### config.mk
export PLATFORM = sky130hd
export DESIGN_NAME = uart_apb_tx_scheduler_flat
export DESIGN_NICKNAME = d
export VERILOG_FILES = /design/src/rtl/uart_apb_tx_scheduler_if.sv /design/src/rtl/uart_apb_tx_scheduler.sv /design/src/flat_wrapper.sv
export SDC_FILE = /design/constraint.sdc
export NUM_CORES = 1
export LEC_CHECK = 0
export BUFFER_PORTS_ARGS = -buffer_cell sky130_fd_sc_hd__buf_2
export CORE_MARGIN = 2
export CORE_UTILIZATION = 55
export DETAILED_ROUTE_END_ITERATION = 10
export GPL_TIMING_DRIVEN = 0
export PLACE_DENSITY = 0.85
export SLEW_MARGIN = 10
export SYNTH_ARGS = -nofsm -noshare
export SYNTH_HDL_FRONTEND = slang
export SYNTH_SLANG_ARGS = --single-unit
export TNS_END_PERCENT = 5
### constraint.sdc
create_clock -name PCLK -period 6.1 [get_ports PCLK]
set_clock_uncertainty 0.15 [all_clocks]
set_input_delay 1.22 -clock PCLK [delete_from_list [all_inputs] [get_ports PCLK]]
set_output_delay 1.22 -clock PCLK [all_outputs]
set_load 0.05 [all_outputs]
### src/rtl/uart_apb_tx_scheduler_if.sv
// Bus bundle between the UART TX scheduler and its surroundings: the APB link
// to the UART slave, the two byte requesters and the receive/config side outputs.
interface uart_apb_tx_scheduler_if;
  logic [4:0] M_PADDR;
  logic       M_PSEL;
  logic       M_PENABLE;
  logic       M_PWRITE;
  logic [7:0] M_PWDATA;
  logic [7:0] M_PRDATA;
  logic       M_PREADY;
  logic       REQ0_VALID;
  logic [7:0] REQ0_DATA;
  logic       REQ0_READY;
  logic       REQ1_VALID;
  logic [7:0] REQ1_DATA;
  logic       REQ1_READY;
  logic       RX_VALID;
  logic [7:0] RX_DATA;
  logic [2:0] RX_ERR;
  logic       CFG_DONE;

  modport master (
    output M_PADDR, M_PSEL, M_PENABLE, M_PWRITE, M_PWDATA,
    input  M_PRDATA, M_PREADY,
    input  REQ0_VALID, REQ0_DATA, REQ1_VALID, REQ1_DATA,
    output REQ0_READY, REQ1_READY,
    output RX_VALID, RX_DATA, RX_ERR, CFG_DONE
  );

  modport slave (
    input  M_PADDR, M_PSEL, M_PENABLE, M_PWRITE, M_PWDATA,
    output M_PRDATA, M_PREADY,
    output REQ0_VALID, REQ0_DATA, REQ1_VALID, REQ1_DATA,
    input  REQ0_READY, REQ1_READY,
    input  RX_VALID, RX_DATA, RX_ERR, CFG_DONE
  );
endinterface

### src/rtl/uart_apb_tx_scheduler.sv
// APB master owning one CoreUARTapb: configures it, polls status, drains RX bytes
// and shares the transmitter between two requesters with round-robin arbitration.
module uart_apb_tx_scheduler #(
  parameter logic [12:0] BAUD_VALUE = 13'd1,
  parameter logic [2:0]  FORMAT     = 3'b001,
  parameter logic [2:0]  BAUD_FRAC  = 3'b000
) (
  input logic                      PCLK,
  input logic                      PRESET,
  uart_apb_tx_scheduler_if.master  bus
);

  typedef enum logic [2:0] {
    ST_CFG1 = 3'd0,
    ST_CFG2 = 3'd1,
    ST_CFG3 = 3'd2,
    ST_POLL = 3'd3,
    ST_RDRX = 3'd4,
    ST_WRTX = 3'd5
  } state_t;

  // phase_r names the bus cycle currently presented on the APB outputs
  typedef enum logic [1:0] {
    PH_SETUP  = 2'd0,
    PH_ACCESS = 2'd1,
    PH_IDLE   = 2'd2
  } phase_t;

  state_t     state_r, state_nx_s;
  phase_t     phase_r, phase_nx_s;

  logic       ptr_r, ptr_nx_s;
  logic [7:0] tx_hold_r, tx_hold_nx_s;
  logic [2:0] err_r, err_nx_s;
  logic       cfg_done_r, cfg_done_nx_s;
  logic [4:0] paddr_r, paddr_nx_s;
  logic       psel_r, psel_nx_s;
  logic       penable_r, penable_nx_s;
  logic       pwrite_r, pwrite_nx_s;
  logic [7:0] pwdata_r, pwdata_nx_s;
  logic       req0_ready_r, req0_ready_nx_s;
  logic       req1_ready_r, req1_ready_nx_s;
  logic       rx_valid_r, rx_valid_nx_s;
  logic [7:0] rx_data_r, rx_data_nx_s;
  logic [2:0] rx_err_r, rx_err_nx_s;

  logic [4:0] desc_addr_s;
  logic       desc_write_s;
  logic [7:0] desc_wdata_s;

  logic       xfer_done_s;
  logic       poll_done_s;
  logic       tx_slot_s;
  logic       both_valid_s;
  logic       gnt0_s;
  logic       gnt1_s;
  logic [2:0] prdata_unused_s;

  assign xfer_done_s     = (phase_r == PH_ACCESS) && bus.M_PREADY;
  assign poll_done_s     = xfer_done_s && (state_r == ST_POLL);
  // a TX slot exists only when no byte is waiting and the transmitter is ready
  assign tx_slot_s       = poll_done_s && !bus.M_PRDATA[1] && bus.M_PRDATA[0];
  assign both_valid_s    = bus.REQ0_VALID && bus.REQ1_VALID;
  assign gnt0_s          = tx_slot_s && bus.REQ0_VALID && (!bus.REQ1_VALID || ptr_r);
  assign gnt1_s          = tx_slot_s && bus.REQ1_VALID && (!bus.REQ0_VALID || !ptr_r);
  assign prdata_unused_s = bus.M_PRDATA[7:5];

  // State and bus-phase register
  always_ff @(posedge PCLK) begin
    if (PRESET) begin
      state_r <= ST_CFG1;
      phase_r <= PH_IDLE;
    end else begin
      state_r <= state_nx_s;
      phase_r <= phase_nx_s;
    end
  end

  // Next-state logic: bus phase sequencing and transfer-to-transfer decisions
  always_comb begin
    state_nx_s = state_r;
    phase_nx_s = phase_r;
    case (phase_r)
      PH_IDLE:   phase_nx_s = PH_SETUP;
      PH_SETUP:  phase_nx_s = PH_ACCESS;
      PH_ACCESS: phase_nx_s = bus.M_PREADY ? PH_IDLE : PH_ACCESS;
      default:   phase_nx_s = PH_IDLE;
    endcase
    if (xfer_done_s) begin
      case (state_r)
        ST_CFG1: state_nx_s = ST_CFG2;
        ST_CFG2: state_nx_s = ST_CFG3;
        ST_CFG3: state_nx_s = ST_POLL;
        ST_POLL: begin
          if (bus.M_PRDATA[1]) begin
            state_nx_s = ST_RDRX;
          end else if (gnt0_s || gnt1_s) begin
            state_nx_s = ST_WRTX;
          end else begin
            state_nx_s = ST_POLL;
          end
        end
        ST_RDRX: state_nx_s = ST_POLL;
        ST_WRTX: state_nx_s = ST_POLL;
        default: state_nx_s = ST_CFG1;
      endcase
    end else begin
      state_nx_s = state_r;
    end
  end

  // Transfer descriptor for the APB access owned by the current state
  always_comb begin
    desc_addr_s  = 5'h00;
    desc_write_s = 1'b0;
    desc_wdata_s = 8'h00;
    case (state_r)
      ST_CFG1: begin
        desc_addr_s  = 5'h08;
        desc_write_s = 1'b1;
        desc_wdata_s = BAUD_VALUE[7:0];
      end
      ST_CFG2: begin
        desc_addr_s  = 5'h0C;
        desc_write_s = 1'b1;
        desc_wdata_s = {BAUD_VALUE[12:8], FORMAT};
      end
      ST_CFG3: begin
        desc_addr_s  = 5'h14;
        desc_write_s = 1'b1;
        desc_wdata_s = {5'b00000, BAUD_FRAC};
      end
      ST_POLL: desc_addr_s = 5'h10;
      ST_RDRX: desc_addr_s = 5'h04;
      ST_WRTX: begin
        desc_addr_s  = 5'h00;
        desc_write_s = 1'b1;
        desc_wdata_s = tx_hold_r;
      end
      default: desc_addr_s = 5'h00;
    endcase
  end

  // Output logic: next values of the registered bus, handshake and datapath outputs
  always_comb begin
    paddr_nx_s      = paddr_r;
    psel_nx_s       = psel_r;
    penable_nx_s    = penable_r;
    pwrite_nx_s     = pwrite_r;
    pwdata_nx_s     = pwdata_r;
    ptr_nx_s        = ptr_r;
    tx_hold_nx_s    = tx_hold_r;
    err_nx_s        = err_r;
    cfg_done_nx_s   = cfg_done_r;
    rx_data_nx_s    = rx_data_r;
    rx_err_nx_s     = rx_err_r;
    rx_valid_nx_s   = 1'b0;
    req0_ready_nx_s = gnt0_s;
    req1_ready_nx_s = gnt1_s;
    case (phase_r)
      PH_IDLE: begin
        psel_nx_s    = 1'b1;
        penable_nx_s = 1'b0;
        paddr_nx_s   = desc_addr_s;
        pwrite_nx_s  = desc_write_s;
        pwdata_nx_s  = desc_wdata_s;
      end
      PH_SETUP:  penable_nx_s = 1'b1;
      PH_ACCESS: begin
        psel_nx_s    = !bus.M_PREADY;
        penable_nx_s = !bus.M_PREADY;
      end
      default: begin
        psel_nx_s    = 1'b0;
        penable_nx_s = 1'b0;
      end
    endcase
    if (xfer_done_s) begin
      case (state_r)
        ST_CFG3: cfg_done_nx_s = 1'b1;
        ST_POLL: begin
          err_nx_s     = bus.M_PRDATA[1] ? bus.M_PRDATA[4:2] : err_r;
          tx_hold_nx_s = gnt0_s ? bus.REQ0_DATA : (gnt1_s ? bus.REQ1_DATA : tx_hold_r);
          ptr_nx_s     = (both_valid_s && tx_slot_s) ? gnt1_s : ptr_r;
        end
        ST_RDRX: begin
          rx_data_nx_s  = bus.M_PRDATA;
          rx_err_nx_s   = err_r;
          rx_valid_nx_s = 1'b1;
        end
        default: cfg_done_nx_s = cfg_done_r;
      endcase
    end else begin
      cfg_done_nx_s = cfg_done_r;
    end
  end

  // Registered outputs and datapath; reset discards any held TX byte
  always_ff @(posedge PCLK) begin
    if (PRESET) begin
      paddr_r      <= 5'h00;
      psel_r       <= 1'b0;
      penable_r    <= 1'b0;
      pwrite_r     <= 1'b0;
      pwdata_r     <= 8'h00;
      ptr_r        <= 1'b1;
      tx_hold_r    <= 8'h00;
      err_r        <= 3'b000;
      cfg_done_r   <= 1'b0;
      rx_data_r    <= 8'h00;
      rx_err_r     <= 3'b000;
      rx_valid_r   <= 1'b0;
      req0_ready_r <= 1'b0;
      req1_ready_r <= 1'b0;
    end else begin
      paddr_r      <= paddr_nx_s;
      psel_r       <= psel_nx_s;
      penable_r    <= penable_nx_s;
      pwrite_r     <= pwrite_nx_s;
      pwdata_r     <= pwdata_nx_s;
      ptr_r        <= ptr_nx_s;
      tx_hold_r    <= tx_hold_nx_s;
      err_r        <= err_nx_s;
      cfg_done_r   <= cfg_done_nx_s;
      rx_data_r    <= rx_data_nx_s;
      rx_err_r     <= rx_err_nx_s;
      rx_valid_r   <= rx_valid_nx_s;
      req0_ready_r <= req0_ready_nx_s;
      req1_ready_r <= req1_ready_nx_s;
    end
  end

  assign bus.M_PADDR    = paddr_r;
  assign bus.M_PSEL     = psel_r;
  assign bus.M_PENABLE  = penable_r;
  assign bus.M_PWRITE   = pwrite_r;
  assign bus.M_PWDATA   = pwdata_r;
  assign bus.REQ0_READY = req0_ready_r;
  assign bus.REQ1_READY = req1_ready_r;
  assign bus.RX_VALID   = rx_valid_r;
  assign bus.RX_DATA    = rx_data_r;
  assign bus.RX_ERR     = rx_err_r;
  assign bus.CFG_DONE   = cfg_done_r;

endmodule
### src/flat_wrapper.sv
// flat-port wrapper written by rule: the top's interface ports become plain ports
module uart_apb_tx_scheduler_flat 
#(
  parameter logic [12:0] BAUD_VALUE = 13'd1,
  parameter logic [2:0]  FORMAT     = 3'b001,
  parameter logic [2:0]  BAUD_FRAC  = 3'b000
)
  (PCLK, PRESET, bus_M_PADDR, bus_M_PSEL, bus_M_PENABLE, bus_M_PWRITE, bus_M_PWDATA, bus_M_PRDATA, bus_M_PREADY, bus_REQ0_VALID, bus_REQ0_DATA, bus_REQ1_VALID, bus_REQ1_DATA, bus_REQ0_READY, bus_REQ1_READY, bus_RX_VALID, bus_RX_DATA, bus_RX_ERR, bus_CFG_DONE);
  uart_apb_tx_scheduler_if bus_i ();
  input logic PCLK;
  input logic PRESET;
  output wire logic [$bits(bus_i.M_PADDR)-1:0] bus_M_PADDR;
  output wire logic [$bits(bus_i.M_PSEL)-1:0] bus_M_PSEL;
  output wire logic [$bits(bus_i.M_PENABLE)-1:0] bus_M_PENABLE;
  output wire logic [$bits(bus_i.M_PWRITE)-1:0] bus_M_PWRITE;
  output wire logic [$bits(bus_i.M_PWDATA)-1:0] bus_M_PWDATA;
  input wire logic [$bits(bus_i.M_PRDATA)-1:0] bus_M_PRDATA;
  input wire logic [$bits(bus_i.M_PREADY)-1:0] bus_M_PREADY;
  input wire logic [$bits(bus_i.REQ0_VALID)-1:0] bus_REQ0_VALID;
  input wire logic [$bits(bus_i.REQ0_DATA)-1:0] bus_REQ0_DATA;
  input wire logic [$bits(bus_i.REQ1_VALID)-1:0] bus_REQ1_VALID;
  input wire logic [$bits(bus_i.REQ1_DATA)-1:0] bus_REQ1_DATA;
  output wire logic [$bits(bus_i.REQ0_READY)-1:0] bus_REQ0_READY;
  output wire logic [$bits(bus_i.REQ1_READY)-1:0] bus_REQ1_READY;
  output wire logic [$bits(bus_i.RX_VALID)-1:0] bus_RX_VALID;
  output wire logic [$bits(bus_i.RX_DATA)-1:0] bus_RX_DATA;
  output wire logic [$bits(bus_i.RX_ERR)-1:0] bus_RX_ERR;
  output wire logic [$bits(bus_i.CFG_DONE)-1:0] bus_CFG_DONE;
  assign bus_M_PADDR = bus_i.M_PADDR;
  assign bus_M_PSEL = bus_i.M_PSEL;
  assign bus_M_PENABLE = bus_i.M_PENABLE;
  assign bus_M_PWRITE = bus_i.M_PWRITE;
  assign bus_M_PWDATA = bus_i.M_PWDATA;
  assign bus_i.M_PRDATA = bus_M_PRDATA;
  assign bus_i.M_PREADY = bus_M_PREADY;
  assign bus_i.REQ0_VALID = bus_REQ0_VALID;
  assign bus_i.REQ0_DATA = bus_REQ0_DATA;
  assign bus_i.REQ1_VALID = bus_REQ1_VALID;
  assign bus_i.REQ1_DATA = bus_REQ1_DATA;
  assign bus_REQ0_READY = bus_i.REQ0_READY;
  assign bus_REQ1_READY = bus_i.REQ1_READY;
  assign bus_RX_VALID = bus_i.RX_VALID;
  assign bus_RX_DATA = bus_i.RX_DATA;
  assign bus_RX_ERR = bus_i.RX_ERR;
  assign bus_CFG_DONE = bus_i.CFG_DONE;
  uart_apb_tx_scheduler #(.BAUD_VALUE(BAUD_VALUE), .FORMAT(FORMAT), .BAUD_FRAC(BAUD_FRAC)) u_core (.PCLK(PCLK), .PRESET(PRESET), .bus(bus_i));
endmodule
; Yosys cells after proc, flatten, opt, wreduce, memory -nomap -nowiden
; Cells that the tools add are included.
[op_classes]
eq_ne = 7
mux = 13
bitwise = 1
n_reduce_logical = 30
[op_table]
columns = cell, n
row1 = 5-bit one-hot mux with 5 select lines, 1
row2 = 8-bit 2-to-1 mux, 2
row3 = 8-bit one-hot mux with 2 select lines, 1
row4 = 3-bit one-hot mux with 4 select lines, 1
row5 = 1-bit logical AND, 10
row6 = 3-bit AND reduction, 3
row7 = "3-bit by 2-bit equality test with 1-bit output, second input constant", 2
row8 = "3-bit equality test, second input constant", 2
row9 = 3-bit 2-to-1 mux, 2
row10 = 2-bit one-hot mux with 3 select lines, 1
row11 = 1-bit zero test, 5
row12 = 2-bit AND reduction, 2
row13 = 2-bit OR reduction, 2
row14 = 4-bit OR reduction, 1
row15 = "3-bit by 1-bit equality test with 1-bit output, second input constant", 1
row16 = 3-bit zero test, 1
row17 = 1-bit logical OR, 3
row18 = 1-bit one-hot mux with 3 select lines, 1
row19 = 3-bit OR reduction, 1
row20 = "2-bit by 1-bit equality test with 1-bit output, second input constant", 1
row21 = "2-bit equality test, second input constant", 1
row22 = 2-bit zero test, 1
row23 = 1-bit 2-to-1 mux, 2
row24 = 2-bit 2-to-1 mux, 1
row25 = 3 further kinds, 3
[word_totals]
register_bits = 48
in_bits = 29
output_inout_bits = 31
elab_cells = 67

; Logic depth before layout (Yosys ltp)
; Gate-level depths: netlist of run 1.
[depth]
word_depth = 11
depth_mapped = 7
mapped_depth_nobuf = 5

; Worst setup path after synthesis of run 1
; OpenSTA, ideal clock, no wires.
[synth_path]
path_type = input to register
start = input port bus_M_PREADY
end = register u_core.tx_hold_r[0]
setup_ns = 0.091
arrival_time_ns = 2.386
required_time_ns = 5.859
setup_slack_ns = 3.473
stages = 5
path_buffers = 2
path_cell_list = buf_4 nand3_2 clkbuf_1 or4_1 a311oi_1
[synth_via]
elab_chain_len = 8
word_cells_on_any_way = 11
cone_classes = 1 x mux / 10 x reduce/logical
[synth_rtl]
columns = element, line_no
row1 = from (decl), flat_wrapper.sv:18  ; input wire logic [$bits(bus_i.M_PREADY)-1:0] bus_M_PREADY;
row2 = 1-bit logical AND (*), uart_apb_tx_scheduler.sv:59  ; assign xfer_done_s = (phase_r == PH_ACCESS) && bus.M_PREADY;
row3 = 1-bit logical AND, uart_apb_tx_scheduler.sv:60  ; assign poll_done_s = xfer_done_s && (state_r == ST_POLL);
row4 = 1-bit logical AND (2 in a row), uart_apb_tx_scheduler.sv:62  ; assign tx_slot_s = poll_done_s && !bus.M_PRDATA[1] && bus.M_PRDATA[0];
row5 = 1-bit logical AND (on tied branches) (2 in a row), "uart_apb_tx_scheduler.sv:65, uart_apb_tx_scheduler.sv:64"
row6 = 2-bit nonzero test (no source line), --
row7 = 3-bit AND reduction (no source line), --
row8 = to (signal assigned), uart_apb_tx_scheduler.sv:222  ; tx_hold_r <= tx_hold_nx_s;
row9 = to (decl), uart_apb_tx_scheduler.sv:33  ; logic [7:0] tx_hold_r, tx_hold_nx_s;
; Mark *: on every way between the ends. The rest lies on a longest branch, timed or not.
; A chain may end at the register's enable or synchronous reset.

; Final worst setup path of run 1
[layout_path]
start = input port bus_REQ0_VALID
end = register u_core.tx_hold_r[1]
[layout_via]
elab_chain_len = 5
word_cells_on_any_way = 8
cone_classes = 1 x mux / 7 x reduce/logical
[layout_rtl]
columns = element, line_no
row1 = from (decl), flat_wrapper.sv:19  ; input wire logic [$bits(bus_i.REQ0_VALID)-1:0] bus_REQ0_VALID;
row2 = 1-bit zero test, uart_apb_tx_scheduler.sv:65  ; assign gnt1_s = tx_slot_s && bus.REQ1_VALID && (!bus.REQ0_VALID || !ptr_r);
row3 = 1-bit logical OR, uart_apb_tx_scheduler.sv:65
row4 = 1-bit logical AND, uart_apb_tx_scheduler.sv:65
row5 = 2-bit nonzero test (no source line), --
row6 = 3-bit AND reduction (no source line), --
; Several ways; a longest one is shown, not always the timed one.

==> results of run 1 <==
[metal layers]
metal / share of wire / up-vias / global-route usage / routed length, um
met4: 0.012 / 0 / 0.0740 / 58
met2: 0.47 / 62 / 0.375 / 2300
met5: 0 / - / 0 / 0
met3: 0.057 / 6 / 0.0608 / 282
li1: - / 1029 / - / -
met1: 0.46 / 959 / 0.320 / 2280
[cells by family (layout without fill, tap and decap cells)]
logic type | count (synthesis) | count (layout)
fa+ha+maj | 4 | 4
xor+xnor | 1 | 1
flops | 46 | 46
buf+inv | 30 | 93
simple gates | 87 | 87
compound gates | 74 | 74
mux | 6 | 6
other cells | 1 | 2
[worst max-delay path by stage]
stage              startpoint                          endpoint  slack (ps)  cells past startpoint
2_1_floorplan    bus_M_PREADY  u_core.tx_hold_r[0]$_SDFFE_PP0P_        3470                      5
3_3_place_gp   bus_REQ0_VALID  u_core.tx_hold_r[4]$_SDFFE_PP0P_        3260                      5
3_5_place_dp   bus_REQ0_VALID  u_core.tx_hold_r[1]$_SDFFE_PP0P_        3250                      5
4_1_cts        bus_REQ0_VALID  u_core.tx_hold_r[1]$_SDFFE_PP0P_        3560                      5
5_1_grt        bus_REQ0_VALID  u_core.tx_hold_r[4]$_SDFFE_PP0P_        3400                      5
6_report       bus_REQ0_VALID  u_core.tx_hold_r[1]$_SDFFE_PP0P_        3560                      5
[metrics by stage]
stage / area, um2 / hold WS [ps] / setup WS, ps / std cells / util
finish: 2570 / 310 / 3560 / 361 / 0.691
global route: 2570 / 340 / 3400 / 361 / 0.691
CTS: 2570 / 308 / 3560 / 361 / 0.691
detailed placement: 2490 / 297 / 3250 / 354 / 0.671
global placement: 2490 / 294 / 3260 / 354 / 0.671
floorplan: 2150 / 290 / 3470 / 250 / -
[report_power, final]
part / leakage (uW) / switching [uW] / internal, uW
clock network: 0.0000383 / 92.2 / 78.9
registers: 0.000372 / 3.18 / 305
logic: 0.000618 / 45.3 / 23.2
[flip-flops by register name, summed over array words and instances, names as in the netlist, 2 cells and up]
name                 flops
u_core.state_r           3
u_core.bus.M_PWDATA      8
u_core.bus.M_PADDR       3
u_core.err_r             3
u_core.bus.RX_DATA       8
u_core.bus.RX_ERR        3
u_core.phase_r           2
u_core.tx_hold_r         8
[worst register-to-register path, stage by stage (launching register included)]
cell,delay [ps]
dfxtp_1,330
inv_1,70
ha_1,140
buf_4,160
nand3_2,140
clkbuf_1,230
or4_1,540
a311oi_1,260
[area by class of cell]
class | instances | area (um2) | share of cell area
Inverter | 5 | 18.8 | 0.00731
Buffer | 25 | 120 | 0.0468
Sequential cell | 46 | 921 | 0.359
Clock buffer | 7 | 76.3 | 0.0297
Multi-Input combinational cell | 174 | 1090 | 0.425
Tap cell | 48 | 60.1 | 0.0234
Timing Repair Buffer | 56 | 280 | 0.109
[cells in the final DEF, fill, tap and decap left out, types with 2 or more instances in the layout]
| master | Yosys | layout |
|---|---|---|
| buf_2 | 3 | 59 |
| and2_1 | 2 | 2 |
| mux2i_1 | 6 | 6 |
| nand3_1 | 15 | 15 |
| clkbuf_8 | 0 | 5 |
| nand3b_1 | 2 | 2 |
| nor2_1 | 18 | 18 |
| buf_4 | 4 | 4 |
| inv_1 | 4 | 4 |
| nand2b_1 | 3 | 3 |
| clkbuf_1 | 15 | 17 |
| a311oi_1 | 8 | 8 |
| nor2b_1 | 13 | 13 |
| nand4_1 | 2 | 2 |
| buf_1 | 2 | 2 |
| a21oi_1 | 33 | 33 |
| nor3_1 | 3 | 3 |
| or4_1 | 8 | 8 |
| dfxtp_1 | 46 | 46 |
| o21ai_0 | 14 | 14 |
| ha_1 | 4 | 4 |
| o41ai_1 | 8 | 8 |
| nand2_1 | 12 | 12 |
| conb_1 | 1 | 2 |
==> impl_metrics.ini, run 1 <==
[cts]
postCtsSetupBuffers = 0
insertion_delay_ps = 290
root_buffer = clkbuf_8
cts_tree = built
htreeDepth = 2
cts.sinks = 46
cts_buffer_depth = 2
cts-resized-gates = 0
cts.clk_slew.worst_paths_ps = 80
cts_made_buffers = 5
hold_buffers = 0

[setup_path]
r2r-start = u_core.phase_r[1]$_SDFF_PP1_
critPathTopFamily = buffers and inverters
end_kind = flop
rr_endpoint = u_core.tx_hold_r[1]$_SDFFE_PP0P_
critPathKind = input port to flop
slowest_stage = o41ai_1
cpPeakStageDelay_ps = 450
reg2reg_setup_slack_ps = 3980
reg2reg_depth = 7
cp_data_arrival_time_ps = 2550
crit_buf_inv = 3
critPathMaxFanout = 10
critPathLaunchType = input port
cp.required_ps = 6110
cp_cell_sequence = buf_2 -> clkbuf_1 -> clkinv_1 -> o41ai_1 -> a311oi_1

[detailed_routing]
via_per_inst = 5.70
drc = 0
drt-initial-drc-count = 132
wire_per_inst_um = 13.6
wl_um = 4930
vias = 2056
antenna_left = 0
firstDrtPassIters = 4

[timing]
grt_setup_unrepaired = no
fin_tns_setup_ps = 0
slew_headroom = 0.653
finalCriticalPeriod_ps = 2540
drv_slew = 0
period_share = 0.416
tightest_slew_ps = 521
fmax_mhz = 394
hold_viol = 0
setup_viol = 0

[worst_hold_path]
holdPathEnd = u_core.bus.M_PSEL$_SDFFE_PP0N_
worstHoldStart = u_core.bus.M_PSEL$_SDFFE_PP0N_
worst_hold_path.num_cells = 2
hold_path.class = flop to flop

[yosys]
ys.flop_type = dfxtp_1
synth_mux_area_frac = 0.0280
ys_seq_elements = 46
synth_compound_area_frac = 0.217
synth-simple-area-share = 0.232
ys_types = 46
synth.most_common_cell = dfxtp_1
synth_top_area_cell = dfxtp_1
synth_area_leaders = dfxtp_1, a21oi_1, nor2b_1, nand3_1, a311oi_1
synth_top_family_by_area = simple AND/OR/NAND/NOR gates
async_reset_ff_frac = 0
synth_cells = 249
netlist_top_cells_count = dfxtp_1, a21oi_1, nor2_1, clkbuf_1, nand3_1
synth_edf_count = 0
synth-xor-area-share = 0.00408
ys_seq_area_frac = 0.429
syn_avg_cell_area_um2 = 8.63
synth_warnings = 0
syn_area_mm2 = 0.00215
synth_top_cell_area_share = 0.429
yosys.area_share.adder = 0.0233

[power]
p_leak_uw = 0.00103
p_total_uw = 548
vdd_drop_max_v = 0.000159
cellPowerDensity_mw_per_mm2 = 213

[layout]
diodes = 0
final.fill_count = 334
area_delta_synth_final_pct = 19.6
final_net_count = 346
drive_above_1_share = 0.233

[floorplan]
fp.dieW_um = 66.5
core_area_mm2 = 0.00372
io_pins = 60
rows = 22
start_util = 0.578
die_y_um = 66.5
dieArea_mm2 = 0.00442

[flow_run]
cap_violations = 0

[placement]
numPortBuffers = 56
gp_congestion = 0.852
dp_hpwl_um = 3600

[global_route]
grt_pass1_wl_um = 8090
overflow = 0
grt_pass1_vias = 1809
grt_use_total = 0.238
antenna_found_initial = 0
grt_max_degree = 13

[status]
status = finished clean
(Power assumes the default switching activity.)
==> run 2: changes to the inputs <==
Settings changed: CORE_UTILIZATION 55 to 51, PLACE_DENSITY 0.85 to 0.8.
Clock period 6.1 ns to 2.6 ns, I/O delays scaled along.
==> impl_metrics.ini, run 2 (synthesis gave the netlist of run 1 again) <==
[status]
status = finished clean

[layout]
area_delta_synth_final_pct = 21.1
fin_util = 0.646
drive_above_1_share = 0.236
final_net_count = 346
layout_commonest_cell = buf_2
layout_common_cells = buf_2, dfxtp_1, a21oi_1, nor2_1, clkbuf_1
diodes = 0

[cts]
cts.clk_slew.worst_paths_ps = 80
insertion_delay_ps = 300
htreeDepth = 2
cts_tree = built
hold_buffers = 0
cts.sinks = 46
cts-resized-gates = 0
postCtsSetupBuffers = 0
cts_buffer_depth = 2
root_buffer = clkbuf_8
cts_made_buffers = 5

[worst_hold_path]
holdPathEnd = u_core.bus.RX_DATA[5]$_SDFFE_PP0P_
worstHoldStart = bus_M_PRDATA[5]
hold_path.class = input port to flop
worst_hold_path.num_cells = 3

[timing]
setup_viol = 0
period_share = 0.823
grt_setup_unrepaired = no
worst_hold_slack_ps = 314
slew_headroom = 0.665
tightest_slew_ps = 503
drv_slew = 0
setup_ws_ps = 461
finalCriticalPeriod_ps = 2140
hold_viol = 0
fmax_mhz = 467
fin_tns_setup_ps = 0

[global_route]
overflow = 0
grt_max_degree = 14
antenna_found_initial = 0
grt_pass1_wl_um = 8270
grt_pass1_vias = 1813
grt_use_total = 0.232

[setup_path]
critPathMaxFanout = 10
reg2reg_depth = 7
cp.required_ps = 2670
critPathLaunchType = flop
cp_data_arrival_time_ps = 2210
reg2reg_setup_slack_ps = 460
end_kind = flop
critPathKind = flop to flop
r2r-start = u_core.phase_r[1]$_SDFF_PP1_
rr_endpoint = u_core.tx_hold_r[1]$_SDFFE_PP0P_

[placement]
dp_slack_ps = 424
numPortBuffers = 56
dp_hpwl_um = 3620
gp_congestion = 0.799

[floorplan]
start_util = 0.533
rows = 23
core_area_mm2 = 0.00403
die_y_um = 68.9
io_pins = 60
fp.dieW_um = 68.9
dieArea_mm2 = 0.00475

[detailed_routing]
drt-initial-drc-count = 137
wl_um = 5140
via_per_inst = 5.56
drc = 0
vias = 2025
firstDrtPassIters = 4
antenna_left = 0
wire_per_inst_um = 14.1

[power]
p_total_uw = 1410
cellPowerDensity_mw_per_mm2 = 543
p_leak_uw = 0.00104
vdd_drop_max_v = 0.000317

[flow_run]
cap_violations = 0
==> run 2: changes by cell type in the layout (fill, tap and decap cells not counted) <==
cell       previous run  this run
bufinv_16             0         1
==> run 2: critical path, cell delays in order, from the launching register on <==
cell	delay (ps)
dfxtp_1	340
inv_1	80
ha_1	140
buf_4	160
nand3_2	140
clkbuf_1	240
or4_1	540
a311oi_1	250
==> run 2: through the flow <==
stage	cell area, um2	std cells
final	2600	364
after CTS	2600	364
after detailed placement	2490	356
after global routing	2600	364
after global placement	2490	356
after floorplan	2150	250
==> run 2: layout make-up <==
class                   count  area, um2
clock inverters             1       30.0
clock buffers               7       76.3
plain buffers              25        120
well taps                  50       62.6
multi-input cells         174       1090
flip-flops and latches     46        921
repair buffers             56        280
fillers                   379       1430
inverters                   5       18.8
==> run 2: power by group <==
| group | internal, uW | switching (uW) |
|---|---|---|
| clock network | 288 | 238 |
| logic | 54.5 | 107 |
| registers | 716 | 8.08 |
==> run 2: worst max-delay path by stage <==
stage / start / endpoint / slack, ps
2_1_floorplan: bus_M_PREADY / u_core.tx_hold_r[0]$_SDFFE_PP0P_ / 670
3_3_place_gp: bus_REQ0_VALID / u_core.tx_hold_r[7]$_SDFFE_PP0P_ / 450
3_5_place_dp: bus_REQ0_VALID / u_core.tx_hold_r[5]$_SDFFE_PP0P_ / 420
4_1_cts: u_core.phase_r[1]$_SDFF_PP1_ / u_core.tx_hold_r[0]$_SDFFE_PP0P_ / 460
5_1_grt: u_core.phase_r[1]$_SDFF_PP1_ / u_core.tx_hold_r[1]$_SDFFE_PP0P_ / 290
6_report: u_core.phase_r[1]$_SDFF_PP1_ / u_core.tx_hold_r[1]$_SDFFE_PP0P_ / 460
==> run 2: metal layers <==
layer	share of wire	global-route usage
met1	0.49	0.319
met4	0.016	0.0882
met3	0.043	0.0519
met5	0	0
met2	0.45	0.356
==> run 3: changes to the inputs <==
Clock period 2.6 ns to 2.2 ns, I/O delays scaled along.
==> impl_metrics.ini, run 3 (synthesis gave the netlist of run 1 again) <==
[cts]
cts_tree = built
cts_made_buffers = 5
insertion_delay_ps = 300
cts_buffer_depth = 2
cts.clk_slew.worst_paths_ps = 80
root_buffer = clkbuf_8
cts.sinks = 46
hold_buffers = 0
htreeDepth = 2

[detailed_routing]
via_per_inst = 5.58
drc = 0
wl_met1_um = 2460
wl_um = 5140
wire_per_inst_um = 14.1
antenna_left = 0
wl_met2_um = 2360
route.met3.wl_um = 231
vias = 2031
firstDrtPassIters = 4
top_layer_used = met4
drt-initial-drc-count = 122

[worst_hold_path]
hold_path.class = input port to flop

[global_route]
overflow = 0
grt_max_degree = 14
grt_use_total = 0.232
grt_pass1_vias = 1813
grt_pass1_wl_um = 8270
antenna_found_initial = 0

[flow_run]
cap_violations = 0

[timing]
fmax_mhz = 495
worst_hold_slack_ps = 233
finalCriticalPeriod_ps = 2020
slew_headroom = 0.660
grt_setup_unrepaired = no
fin_tns_setup_ps = 0
period_share = 0.919
drv_slew = 0
tightest_slew_ps = 509
hold_viol = 0
setup_viol = 0

[setup_path]
critPathLaunchType = flop
cpPeakStageDelay_ps = 510
end_kind = flop
cp_data_arrival_time_ps = 2090
cp.required_ps = 2270
cp_cell_sequence = inv_1 -> ha_1 -> buf_4 -> nand3_4 -> buf_4 -> or4_1 -> a311oi_1
critPathTopFamily = simple AND/OR/NAND/NOR gates
crit_top_cell = buf_4
critPathMaxFanout = 10
critPathKind = flop to flop
slowest_stage = or4_1
crit_buf_inv = 3

[layout]
diodes = 0
drive_above_1_share = 0.239
final.fill_count = 377
area_delta_synth_final_pct = 21.6
layout_commonest_cell = buf_2
final_net_count = 346
layout_common_cells = buf_2, dfxtp_1, a21oi_1, nor2_1, clkbuf_1

[power]
internal_power_uw = 1250
p_leak_uw = 0.00105
cellPowerDensity_mw_per_mm2 = 639
vdd_drop_max_v = 0.000375
seq_power_share = 0.513
p_sw_uw = 418
swShare = 0.250
pwr-share-clk = 0.372
p_comb_frac = 0.115

[floorplan]
fp.dieW_um = 68.9
io_pins = 60
dieArea_mm2 = 0.00475
start_util = 0.533
core_area_mm2 = 0.00403
rows = 23
die_y_um = 68.9

[placement]
dp_hpwl_um = 3620
numPortBuffers = 56
gp_congestion = 0.799

[status]
status = finished clean
[run 3: stage by stage]
step,setup WS (ps),instances,cell area (um2),utilization,total power (uW)
global placement,100,356,2490,0.619,1060
detailed placement,81.1,356,2490,0.619,1070
finish,178,364,2610,0.648,1670
global route,42.6,364,2610,0.648,1730
CTS,59.8,364,2600,0.646,1670
floorplan,287,250,2150,-,1000
[run 3: path summary, 6_finish.rpt]
path / slack (ps) / cells past startpoint / startpoint / endpoint
worst min-delay path: 230 / 3 / bus_M_PRDATA[5] / u_core.bus.RX_DATA[5]$_SDFFE_PP0P_
worst max-delay path: 180 / 7 / u_core.phase_r[1]$_SDFF_PP1_ / u_core.tx_hold_r[1]$_SDFFE_PP0P_
worst min register to register: 310 / 2 / u_core.err_r[1]$_SDFFE_PP0P_ / u_core.bus.RX_ERR[1]$_SDFFE_PP0P_
worst max register to register: 180 / 7 / u_core.phase_r[1]$_SDFF_PP1_ / u_core.tx_hold_r[1]$_SDFFE_PP0P_
[run 3: layout make-up]
type	count	area [um2]	share of cell area
tap	50	62.6	0.0239
clock buffer	7	76.3	0.0292
sequential	46	921	0.352
multi-input combinational	174	1100	0.421
buffer	25	124	0.0474
clock inverter	1	30.0	0.0115
timing repair buffer	56	280	0.107
inverter	5	18.8	0.00718
[run 3: worst min-delay path, stage by stage]
cell and delay (ps):
buf_2 90, nand3_1 50, a21oi_1 50
[run 3: routing by layer]
layer	up-vias	GRT usage
met2	49	0.356
met3	7	0.0519
met5	-	0
met1	940	0.319
met4	0	0.0882
li1	1035	-
[run 3: power groups by stage]
stage | Sequential [uW] | Clock [uW] | Combinational (uW)
final | 856 | 621 | 192
after global routing | 858 | 664 | 211
after CTS | 856 | 628 | 191
after detailed placement | 876 | 0 | 190
after global placement | 875 | 0 | 187
after floorplan | 912 | 0 | 92.3
[run 3: repair_timing]
item | in CTS | in global routing
hold endpoints to repair | 0 | 0
gates resized for setup | 0 | 6
setup endpoints to repair | 0 | 2
buffers inserted | 0 | 0
